===== config.mk =====
export PLATFORM = sky130hd
export DESIGN_NAME = cfg_chain_ctrl_flat
export DESIGN_NICKNAME = d
export VERILOG_FILES = /design/src/rtl/cfg_chain_ctrl_if.sv /design/src/rtl/cfg_chain_ctrl.sv /design/src/flat_wrapper.sv
export SDC_FILE = /design/constraint.sdc
export NUM_CORES = 1
export LEC_CHECK = 0
export ABC_AREA = 1
export BUFFER_PORTS_ARGS = -buffer_cell sky130_fd_sc_hd__buf_4
export CAP_MARGIN = 40
export CORE_MARGIN = 1
export CORE_UTILIZATION = 54
export CTS_CLUSTER_DIAMETER = 120
export DETAILED_ROUTE_END_ITERATION = 10
export PLACE_DENSITY = 0.83
export SYNTH_ARGS = -nofsm -noshare
export SYNTH_HDL_FRONTEND = slang
export SYNTH_SLANG_ARGS = --single-unit
export TNS_END_PERCENT = 50

===== constraint.sdc =====
create_clock -name prog_clk -period 1.56 [get_ports prog_clk]
set_clock_uncertainty 0.1 [all_clocks]
set_input_delay 0.156 -clock prog_clk [delete_from_list [all_inputs] [get_ports prog_clk]]
set_output_delay 0.156 -clock prog_clk [all_outputs]
set_load 0.05 [all_outputs]

===== src/rtl/cfg_chain_ctrl_if.sv =====
// Bitstream source handshake between a word supplier and the chain loader.
// A word transfers on a prog_clk edge where cfg_valid and cfg_ready are both high.
interface cfg_chain_ctrl_if #(
    parameter int WORD_W = 8
);
    logic [WORD_W-1:0] cfg_data;
    logic              cfg_valid;
    logic              cfg_ready;

    modport master (
        output cfg_data,
        output cfg_valid,
        input  cfg_ready
    );

    modport slave (
        input  cfg_data,
        input  cfg_valid,
        output cfg_ready
    );
endinterface


===== src/rtl/cfg_chain_ctrl.sv =====
// Serial loader for the FPGA configuration shift chain, with an optional
// read-back pass that CRC-compares the bits leaving the chain against those sent.
module cfg_chain_ctrl #(
    parameter int          CHAIN_LEN = 64,
    parameter int          WORD_W    = 8,
    parameter logic [15:0] CRC_INIT  = 16'hFFFF
) (
    input  logic             prog_clk,
    input  logic             reset,
    input  logic             start,
    input  logic             verify_en,
    cfg_chain_ctrl_if.slave  src,
    output logic             fpga_head,
    output logic             chain_clk_en,
    input  logic             fpga_tail,
    output logic             busy,
    output logic             done,
    output logic             crc_err
);

    localparam int              CNT_W    = $clog2(CHAIN_LEN + 1);
    localparam int              WB_W     = (WORD_W > 1) ? $clog2(WORD_W) : 1;
    localparam logic [CNT_W-1:0] LEN_C    = CNT_W'(CHAIN_LEN);
    localparam logic [WB_W-1:0]  LAST_BIT = WB_W'(WORD_W - 1);
    localparam logic [15:0]      CRC_POLY = 16'h1021;

    typedef enum logic [2:0] {
        IDLE,
        FETCH,
        SHIFT,
        PASS_END,
        CHECK,
        DONE
    } state_t;

    state_t            state;
    state_t            state_next;
    logic [WORD_W-1:0] shifter;
    logic [CNT_W-1:0]  bit_cnt;
    logic [CNT_W-1:0]  bit_cnt_inc;
    logic [WB_W-1:0]   word_bit;
    logic              word_end;
    logic              pass;
    logic              verify_q;
    logic              edge_d;
    logic [15:0]       crc_in;
    logic [15:0]       crc_out;

    // Bit-serial CRC-16-CCITT, one message bit per call, MSB-first.
    function automatic logic [15:0] crc_step(input logic [15:0] crc, input logic bit_in);
        logic fb;
        fb       = crc[15] ^ bit_in;
        crc_step = {crc[14:0], 1'b0} ^ (fb ? CRC_POLY : 16'h0000);
    endfunction

    assign bit_cnt_inc = bit_cnt + CNT_W'(1);
    assign word_end    = (word_bit == LAST_BIT);
    assign fpga_head   = shifter[WORD_W-1];

    always_comb begin
        state_next    = state;
        src.cfg_ready = 1'b0;
        chain_clk_en  = 1'b0;
        case (state)
            IDLE: begin
                if (start) begin
                    state_next = FETCH;
                end
            end
            FETCH: begin
                src.cfg_ready = 1'b1;
                if (src.cfg_valid) begin
                    state_next = SHIFT;
                end
            end
            SHIFT: begin
                chain_clk_en = 1'b1;
                if (word_end) begin
                    state_next = (bit_cnt_inc < LEN_C) ? FETCH : PASS_END;
                end
            end
            PASS_END: begin
                if (pass) begin
                    state_next = CHECK;
                end else if (verify_q) begin
                    state_next = FETCH;
                end else begin
                    state_next = DONE;
                end
            end
            CHECK: begin
                state_next = DONE;
            end
            DONE: begin
                state_next = IDLE;
            end
            default: begin
                state_next = IDLE;
            end
        endcase
    end

    always_ff @(posedge prog_clk or posedge reset) begin
        if (reset) begin
            state    <= IDLE;
            shifter  <= '0;
            bit_cnt  <= '0;
            word_bit <= '0;
            pass     <= 1'b0;
            verify_q <= 1'b0;
            edge_d   <= 1'b0;
            crc_in   <= '0;
            crc_out  <= '0;
            busy     <= 1'b0;
            done     <= 1'b0;
            crc_err  <= 1'b0;
        end else begin
            state  <= state_next;
            // The tail register moves on the chain edge, so the fresh tail bit
            // is only valid one prog_clk cycle after each read-back edge.
            edge_d <= (state == SHIFT) && pass;
            if (edge_d) begin
                crc_out <= crc_step(crc_out, fpga_tail);
            end

            case (state)
                IDLE: begin
                    if (start) begin
                        verify_q <= verify_en;
                        pass     <= 1'b0;
                        bit_cnt  <= '0;
                        word_bit <= '0;
                        crc_in   <= CRC_INIT;
                        crc_out  <= CRC_INIT;
                        done     <= 1'b0;
                        crc_err  <= 1'b0;
                        busy     <= 1'b1;
                    end
                end
                FETCH: begin
                    if (src.cfg_valid) begin
                        shifter  <= src.cfg_data;
                        word_bit <= '0;
                    end
                end
                SHIFT: begin
                    shifter  <= {shifter[WORD_W-2:0], 1'b0};
                    bit_cnt  <= bit_cnt_inc;
                    word_bit <= word_bit + WB_W'(1);
                    if (!pass) begin
                        crc_in <= crc_step(crc_in, shifter[WORD_W-1]);
                    end
                end
                PASS_END: begin
                    if (!pass && verify_q) begin
                        pass    <= 1'b1;
                        bit_cnt <= '0;
                    end else if (!pass) begin
                        done <= 1'b1;
                        busy <= 1'b0;
                    end
                end
                CHECK: begin
                    crc_err <= (crc_in != crc_out);
                    done    <= 1'b1;
                    busy    <= 1'b0;
                end
                default: begin
                end
            endcase
        end
    end

endmodule


===== src/flat_wrapper.sv =====
// flat-port wrapper written by rule: the top's interface ports become plain ports
module cfg_chain_ctrl_flat 
#(
    parameter int          CHAIN_LEN = 64,
    parameter int          WORD_W    = 8,
    parameter logic [15:0] CRC_INIT  = 16'hFFFF
)
  (prog_clk, reset, start, verify_en, fpga_head, chain_clk_en, fpga_tail, busy, done, crc_err, src_cfg_data, src_cfg_valid, src_cfg_ready);
  cfg_chain_ctrl_if #(.WORD_W(WORD_W)) src_i ();
  input  logic prog_clk;
  input  logic reset;
  input  logic start;
  input  logic verify_en;
  output logic fpga_head;
  output logic chain_clk_en;
  input  logic fpga_tail;
  output logic busy;
  output logic done;
  output logic crc_err;
  input wire logic [$bits(src_i.cfg_data)-1:0] src_cfg_data;
  input wire logic [$bits(src_i.cfg_valid)-1:0] src_cfg_valid;
  output wire logic [$bits(src_i.cfg_ready)-1:0] src_cfg_ready;
  assign src_i.cfg_data = src_cfg_data;
  assign src_i.cfg_valid = src_cfg_valid;
  assign src_cfg_ready = src_i.cfg_ready;
  cfg_chain_ctrl #(.CHAIN_LEN(CHAIN_LEN), .WORD_W(WORD_W), .CRC_INIT(CRC_INIT)) u_core (.prog_clk(prog_clk), .reset(reset), .start(start), .verify_en(verify_en), .src(src_i), .fpga_head(fpga_head), .chain_clk_en(chain_clk_en), .fpga_tail(fpga_tail), .busy(busy), .done(done), .crc_err(crc_err));
endmodule

==> metrics.cfg <==
[logic_synthesis]
synthSimpleGateAreaFrac = 0.2348
postSynthCellCount = 372
synth_top_area_frac = 0.5028
synth_seq_cells = 59
synthFlopType = dfrtp_1
yosysUniqueCellTypes = 28
synthMuxAreaShare = 0
synth_edf_count = 0
synth-xor-area-share = 0.01193
syn_area_mm2 = 0.002937
async_flop_share = 1.000
synthAdderAreaFrac = 0.01278
synth_top_family_by_area = simple AND/OR/NAND/NOR gates
yosysTopAreaCell = dfrtp_1
synthesis.nets = 389
synthTopCellsByArea = dfrtp_1, nand2_1, inv_1, o21ai_0, o211ai_1
synth_compound_area_frac = 0.1436
yosysSeqAreaShare = 0.5028
avgSynthCellArea_um2 = 7.894
yosysWarnings = 0

[layout]
drive_gt1_frac = 0.1831
n_antenna_cell = 0
area_growth_pct = 25.52
final_nets = 438

[setup_path]
critical_path_class = reg2reg
cp-end-kind = flip-flop
startpoint_type = flip-flop
crit_fanout = 5
crit_required_ns = 1.71
cp.arrival_ns = 1.74

[run_status]
failed_checks = negative setup slack
status = complete, but fails checks

[floorplanning]
die_area_mm2 = 0.005737
initial_core_util = 0.5677
pin_count = 20
dieHeight_um = 75.75
rows = 26
die_w_um = 75.75
core_area_mm2 = 0.005172

[clocking]
cts_sinks = 59
cts_made_buffers = 9
clock_latency_ns = 0.33
clockBufferDepth = 2
cts.htree.levels = 3
cts.clk_slew.worst_paths_ns = 0.06
cts_tree = built
root_buffer = clkbuf_8

[global_route]
antenna_found_initial = 0
overflow = 0
grt_usage = 0.2514
first_global_vias = 2462
grt_max_degree = 60
grt_pass1_wl_mm = 10.68

[power]
p_leak_uw = 0.001951
p_total_uw = 7338
irDropWorstVdd_mv = 1.337
power.density_mw_per_mm2 = 1991

[sta]
rsz0062_at_grt = true
fin_crit_ns = 1.586
worst_slew_margin_rel = 0.6918
hold_violations = 0
tightest_slew_ns = 0.4574
max_freq_mhz = 630.3
timing.final.crit_share = 1.017
drv_slew = 0
worst_slack_ns = -0.02649
tns_ns = -0.04605
finalSetupViolations = 2

[routing]
vias_per_cell = 5.327
drt-wirelength-per-cell_um = 13.61
drtPass1Iterations = 8
routed_wl_mm = 6.751
ant_nets = 0
drc_errors = 0
drtIter0Drc = 203
vias = 2642

[flow_run]
drv_cap = 0

[min_path]
hp-class = in2reg

[placed_design]
dp_hpwl_mm = 4.008
io_buffers = 19
place_congestion = 0.7915

critical path, cell delays in order (launching register included):
cell and delay, ns:
dfrtp_2 0.41, buf_6 0.13, buf_4 0.15, nor3_4 0.26, buf_4 0.16, buf_4 0.10
a21oi_1 0.05, o21ai_1 0.15
cells in the mapped netlist, types with 4 or more instances:
cell and n:
buf_2 5, dfrtp_1 59, inv_1 54, inv_2 4, nand2_1 107, nand2_2 4, nand3_1 14, nor2_1 31
o211ai_1 17, o21ai_0 28, o21ai_1 16, o22ai_1 8
logic make-up (layout without fill, tap and decap cells):
| group | after synthesis | after routing |
|---|---|---|
| AND/OR/NAND/NOR | 164 | 164 |
| buffers and inverters | 69 | 123 |
| XOR/XNOR | 4 | 4 |
| AO/OA/AOI/OAI | 73 | 73 |
| flip-flops | 59 | 59 |
| adder cells (fa/ha/maj) | 3 | 3 |
cells in the final DEF, fill, tap and decap left out:
cell type / netlist / routed
dlygate4sd3_1: 0 / 10
o22ai_1: 8 / 7
nor3_4: 1 / 2
o22ai_2: 0 / 1
buf_4: 1 / 31
nand3_4: 1 / 1
inv_2: 4 / 2
o211ai_1: 17 / 17
xnor2_1: 1 / 1
nor2_1: 31 / 29
xor2_1: 3 / 3
dfrtp_2: 0 / 2
a31oi_1: 1 / 1
buf_12: 0 / 2
dfrtp_1: 59 / 57
ha_1: 3 / 3
nand2_2: 4 / 5
buf_8: 0 / 1
clkbuf_8: 0 / 13
inv_4: 0 / 2
nor2_2: 2 / 2
nand4_1: 2 / 2
clkinv_2: 0 / 1
nand2_4: 0 / 4
clkinvlp_4: 0 / 1
nand2_1: 107 / 102
a21oi_1: 2 / 2
clkbuf_16: 0 / 1
o21ai_1: 16 / 23
o21ai_2: 0 / 2
inv_1: 54 / 53
o21ai_0: 28 / 19
buf_6: 1 / 3
clkbuf_1: 3 / 2
nand3_1: 14 / 14
nor2_4: 0 / 2
nand3b_1: 1 / 1
clkinv_1: 1 / 1
o31ai_1: 1 / 1
final timing paths:
path	from	endpoint	slack, ns	cells after the start
max in group asynchronous	reset	u_core.state[2]	0.73	4
worst max register to register	u_core.state[2]	u_core.state[0]	-0.03	7
min in group asynchronous	reset	u_core.shifter[5]	0.36	4
worst min register to register	u_core.done	u_core.done	0.38	2
worst min-delay path	src_cfg_valid	u_core.shifter[0]	0.04	3
worst max-delay path	u_core.state[2]	u_core.state[0]	-0.03	7
state kept, by name, indices dropped and copies added, names as in the netlist:
signal	count
u_core.crc_err	1
u_core.word_bit	3
u_core.crc_in	16
u_core.state	3
u_core.busy	1
u_core.edge_d	1
u_core.crc_out	16
u_core.pass	1
u_core.done	1
u_core.bit_cnt	7
u_core.verify_q	1
u_core.shifter	8
power breakdown:
group          total [uW]  internal, uW  switching, uW
Sequential           2510          2080            429
Combinational        3500          1360           2140
Clock                1330           750            579
stage by stage:
step	cells	setup slack [ns]	hold WS, ns	utilization	instance area (um^2)
final	496	-0.02649	0.03715	0.7126	3686
after global routing	496	-0.08835	0.06308	0.7126	3686
after CTS	494	-0.02649	0.01717	0.6959	3600
after detailed placement	462	0.02882	0.1652	0.6255	3236
after global placement	462	0.1025	0.1640	0.6255	3236
after floorplan	372	-0.1150	0.1555	-	2953
final cells by class:
class / instances / area [um^2]
fill: 364 / 1486
sequential: 59 / 1479
multi-input combinational: 244 / 1251
timing repair buffer: 48 / 446.7
inverter: 59 / 230.2
clock buffer: 15 / 186.4
tap: 70 / 87.58
clock inverter: 1 / 5.005
per-layer routing:
layer	wire, um	vias up	track usage	part of all wire
met5	0	-	0	0
met1	2823	1255	0.3267	0.42
met2	3513	91	0.4149	0.52
li1	-	1285	-	-
met3	322	11	0.04497	0.048
met4	92	0	0.1070	0.014
timing repair:
action                                  4_1_cts  5_1_grt
resized for setup                            11       19
setup buffers                                 6        1
gates cloned                                  0        1
endpoints found under the hold margin        68        0
hold buffers                                 10        0
pin swaps                                     1        2
endpoints found under the setup margin        3       39
No activity file was read; power rests on OpenSTA's default activity.
